$ cat src/rtl/pmem_arb_pkg.sv
// Shared types and default widths for the I/D-cache physical-memory arbiter.
package pmem_arb_pkg;

    localparam int unsigned PmemAddrW = 16;
    localparam int unsigned PmemLineW = 128;

    typedef enum logic [1:0] {
        StIdle,
        StServeI,
        StServeD
    } arb_state_t;

    typedef enum logic {
        ReqI,
        ReqD
    } req_id_t;

    // Owner encoding seen on the grant port: 00 none, 01 I-cache, 10 D-cache.
    function automatic logic [1:0] grant_of(arb_state_t s);
        case (s)
            StServeI: return 2'b01;
            StServeD: return 2'b10;
            default:  return 2'b00;
        endcase
    endfunction

endpackage

$ cat src/rtl/pmem_arbiter.sv
// Round-robin arbiter sharing one physical-memory port between the I-cache and D-cache.
// One whole transaction is granted at a time; responses go only to the current owner.
module pmem_arbiter
    import pmem_arb_pkg::*;
#(
    parameter int unsigned ADDR_W = PmemAddrW,
    parameter int unsigned LINE_W = PmemLineW
) (
    input  logic              clk,
    input  logic              rst_n,

    input  logic              i_read,
    input  logic [ADDR_W-1:0] i_address,
    output logic [LINE_W-1:0] i_rdata,
    output logic              i_resp,

    input  logic              d_read,
    input  logic              d_write,
    input  logic [ADDR_W-1:0] d_address,
    input  logic [LINE_W-1:0] d_wdata,
    output logic [LINE_W-1:0] d_rdata,
    output logic              d_resp,

    output logic              pmem_read,
    output logic              pmem_write,
    output logic [ADDR_W-1:0] pmem_address,
    output logic [LINE_W-1:0] pmem_wdata,
    input  logic [LINE_W-1:0] pmem_rdata,
    input  logic              pmem_resp,

    output logic [1:0]        grant
);

    arb_state_t state_q, state_d;
    req_id_t    last_q, last_d;

    logic i_req;
    logic d_req;

    assign i_req = i_read;
    assign d_req = d_read | d_write;

    // last resets to D so the I-cache wins the first tie.
    always_ff @(posedge clk or negedge rst_n) begin
        if (!rst_n) begin
            state_q <= StIdle;
            last_q  <= ReqD;
        end else begin
            state_q <= state_d;
            last_q  <= last_d;
        end
    end

    always_comb begin
        state_d      = state_q;
        last_d       = last_q;
        pmem_read    = 1'b0;
        pmem_write   = 1'b0;
        pmem_address = '0;
        i_resp       = 1'b0;
        d_resp       = 1'b0;

        case (state_q)
            StIdle: begin
                if (i_req && d_req) begin
                    state_d = (last_q == ReqI) ? StServeD : StServeI;
                end else if (i_req) begin
                    state_d = StServeI;
                end else if (d_req) begin
                    state_d = StServeD;
                end
            end
            StServeI: begin
                pmem_read    = i_read;
                pmem_address = i_address;
                if (pmem_resp) begin
                    i_resp  = 1'b1;
                    state_d = StIdle;
                    last_d  = ReqI;
                end
            end
            StServeD: begin
                pmem_read    = d_read;
                pmem_write   = d_write;
                pmem_address = d_address;
                if (pmem_resp) begin
                    d_resp  = 1'b1;
                    state_d = StIdle;
                    last_d  = ReqD;
                end
            end
            default: begin
                state_d = StIdle;
            end
        endcase
    end

    assign grant      = grant_of(state_q);
    assign pmem_wdata = d_wdata;
    // Data is broadcast; only the matching resp qualifies it.
    assign i_rdata    = pmem_rdata;
    assign d_rdata    = pmem_rdata;

endmodule

$ cat config.mk
export PLATFORM = sky130hd
export DESIGN_NAME = pmem_arbiter
export DESIGN_NICKNAME = d
export VERILOG_FILES = /design/src/rtl/pmem_arb_pkg.sv /design/src/rtl/pmem_arbiter.sv
export SDC_FILE = /design/constraint.sdc
export NUM_CORES = 1
export LEC_CHECK = 0
export CAP_MARGIN = 40
export CORE_AREA = 2 2 276 278
export DETAILED_ROUTE_END_ITERATION = 16
export DIE_AREA = 0 0 278 280
export HOLD_SLACK_MARGIN = 0.02
export PLACE_DENSITY = 0.3
export SETUP_SLACK_MARGIN = 0.4
export SLEW_MARGIN = 25
export SYNTH_ARGS = -nofsm -noshare
export SYNTH_HDL_FRONTEND = slang
export SYNTH_SLANG_ARGS = --single-unit
$ cat constraint.sdc
create_clock -name clk -period 1.89 [get_ports clk]
set_input_delay 0.378 -clock clk [delete_from_list [all_inputs] [get_ports clk]]
set_output_delay 0.378 -clock clk [all_outputs]
set_load 0.05 [all_outputs]
==> results of run 1 <==
[layout make-up]
class | count | area (µm²)
Clock buffer | 4 | 78.8
Inverter | 4 | 20.0
Fill cell | 8853 | 72000
Timing Repair Buffer | 80 | 1110
Sequential cell | 3 | 76.3
Multi-Input combinational cell | 53 | 697
Tap cell | 978 | 1220
[per-layer routing]
layer	global-route usage, %	wire, µm	vias to the layer above
met5	0	0	-
met4	4.89	2160	0
met3	3.71	3610	154
met2	5.08	6360	384
met1	1.15	1880	500
li1	-	-	389
[worst max-delay path by stage]
stage                                      start          endpoint  cells past startpoint
final                     state_q[1]$_DFFE_PN0P_   pmem_address[7]                      7
after global placement    state_q[1]$_DFFE_PN0P_  pmem_address[12]                      6
after detailed placement  state_q[1]$_DFFE_PN0P_   pmem_address[6]                      6
after floorplan           state_q[1]$_DFFE_PN0P_  pmem_address[12]                      6
after global routing      state_q[1]$_DFFE_PN0P_   pmem_address[0]                      6
after CTS                 state_q[1]$_DFFE_PN0P_  pmem_address[13]                      7
[metrics by stage]
stage	setup TNS, ns	hold slack (ns)	utilization, %	std cells
2_1_floorplan	0	0.0824	-	450
3_3_place_gp	0	0.493	3.59	1099
3_5_place_dp	0	0.497	3.59	1099
4_1_cts	-0.0613	0.350	4.16	1118
5_1_grt	-0.960	0.352	4.26	1122
6_report	-0.228	0.344	4.26	1122
[where the power goes]
part	total [µW]	switching (µW)	leakage, µW	internal, µW
sequential	132	31.5	0.0000361	101
combinational	3170	1420	0.000699	1740
clock	351	71.5	0.0000382	280
total	3650	1520	0.000773	2130
[synthesized netlist by cell type]
library cell	instances
dfrtp_1	2
a2111oi_2	1
a22oi_1	17
a21oi_1	1
clkbuf_1	1
nor2b_1	17
buf_4	386
o2111ai_1	1
a21o_1	1
and2_1	3
o21ai_1	2
buf_2	2
nand2_1	1
nor2b_4	1
ha_1	5
o21ai_0	1
inv_1	4
or2b_1	1
dfstp_2	1
buf_6	1
nor2_1	1
[registers in the layout, summed over array words and instances (netlist names)]
name	flops
state_q	2
last_q	1
[repair_timing]
action / 4_1_cts / 5_1_grt
pin swaps: 10 / 7
hold buffers: 0 / 0
gates cloned: 2 / 1
buffers inserted: 13 / 3
setup endpoints to repair: 24 / 24
gates resized for setup: 34 / 7
[cell families (layout without fill, tap and decap cells)]
logic type,after synthesis,count (layout),synth area share [%]
AOI/OAI and AO/OA,24,24,5.25
and+or+nand+nor,24,24,4.51
buffers and inverters,394,88,86.2
DFF,3,3,2.24
adders and majority gates,5,5,1.83
==> flow_metrics.env, run 1 <==
export IMPL_status="finished, violations left"
export IMPL_violations="negative setup slack"
export IMPL_place_area_um2=2700
export IMPL_die_area_um2=77800
export IMPL_grt_pass1_vias=1655
export IMPL_grt_pass1_wl_mm=16.6
export IMPL_drc=0
export IMPL_wl_per_cell_um=12.5
export IMPL_pre_cts_ws_ns=0.0976
export IMPL_antenna_found_initial=0
export IMPL_critPathBufInv=4
export IMPL_reg2reg_setup_slack_ns=0.25
export IMPL_drv_slew=0
export IMPL_die_w_um=278
export IMPL_power_density_nw_per_um2=1140
export IMPL_relSlewSlack_pct=75.3
export IMPL_design_area_um2=3200
export IMPL_cts_tree="built"
export IMPL_ys_ff_latch=3
export IMPL_cts_num_sinks=3
export IMPL_slowest_delay_ns=0.38
export IMPL_synth_warnings=0
export IMPL_finalCriticalPeriod_ns=1.92
export IMPL_layout_commonest_cell="clkdlybuf4s50_1"
export IMPL_nets=444
export IMPL_path_cells="buf_6 -> inv_6 -> ha_4 -> clkbuf_16 -> a22oi_2 -> nor2b_4 -> buf_12"
export IMPL_yosysSeqAreaShare_pct=2.24
export IMPL_crit_arrival_ns=1.54
export IMPL_htreeDepth=1
export IMPL_io_buffers=59
export IMPL_diodes=0
export IMPL_crit_slowest_cell="dfrtp_1"
export IMPL_setup_violations=17
export IMPL_cp_required_ns=1.51
export IMPL_grt_setup_unrepaired="yes"
export IMPL_path_max_fanout=4
export IMPL_finalHoldViolCount=0
export IMPL_reg2reg_depth=8
export IMPL_drive_gt1_share_pct=65.3
export IMPL_area_delta_synth_final_pct=-6.09
export IMPL_p_leak_uw=0.000773
export IMPL_p_total_uw=3650
export IMPL_yosysTopAreaCell="buf_4"
export IMPL_gr_total_overflow=0
export IMPL_yosysUniqueCellTypes=21
export IMPL_crit_path_end_kind="output pin"
export IMPL_rr_endpoint="state_q[1]$_DFFE_PN0P_"
export IMPL_r2r_start="state_q[1]$_DFFE_PN0P_"
export IMPL_cts_root_buf="clkbuf_16"
export IMPL_io_pins=700
export IMPL_drt_vias_per_instance=1.27
export IMPL_crit_family="buffers and inverters"
export IMPL_post_route_period_util_pct=101
export IMPL_final_cell_mix="37 x clkdlybuf4s50_1, 26 x buf_12, 18 x nor2b_4, 17 x a22oi_2, 7 x buf_4"
export IMPL_holdCritPathClass="input pin to async pin"
export IMPL_vias=1427
export IMPL_worst_pin_slew_ns=0.369
export IMPL_cp_start_kind="register"
export IMPL_syn_avg_cell_area_um2=7.58
export IMPL_clk_pin_slew_worst_paths_ns=0.03
export IMPL_worst_setup_path_type="register to output pin"
export IMPL_ir_worst_vdd_v=0.000329
export IMPL_synth_top_area_share_pct=85.0
export IMPL_synth_nets=749
export IMPL_max_cap_viol_count=0
export IMPL_setup_ws_ns=-0.0256
export IMPL_clock_latency_ns=0.23
export IMPL_place_congestion=0.606
export IMPL_ant_nets=0
export IMPL_clock_skew_ns=0.000143
export IMPL_wirelength_mm=14.0
export IMPL_dr_pass1_iters=2
export IMPL_drt_initial_drc_count=35
export IMPL_yosys_top_cells_area="buf_4 85%, a22oi_1 3.7%, nor2b_1 3.1%"
export IMPL_fp_dieH_um=280
export IMPL_fmax_mhz=522
export IMPL_initial_core_util_pct=4.53
export IMPL_cts_buffers=3
export IMPL_hpwl_mm=11.4
export IMPL_rows=101
export IMPL_syn_inst=450
export IMPL_coreArea_um2=75200
export IMPL_clk_path_buf_depth=2
export IMPL_grt_max_degree=10
export IMPL_grt_use_total_pct=3.23
export IMPL_syn_cell_area_um2=3410
(Power assumes the default switching activity.)
==> run 2, diff against run 1 <==
- CAP_MARGIN: 40 -> 10
- SLEW_MARGIN: 25 -> not set
==> results of run 2 <==
Final layout, timing and power as in run 1 (identical DEF).
==> run 3, diff against run 2 <==
- ABC_CLOCK_PERIOD_IN_PS: not set -> 1890
==> results of run 3 <==
Final layout, timing and power as in run 1 (identical DEF).
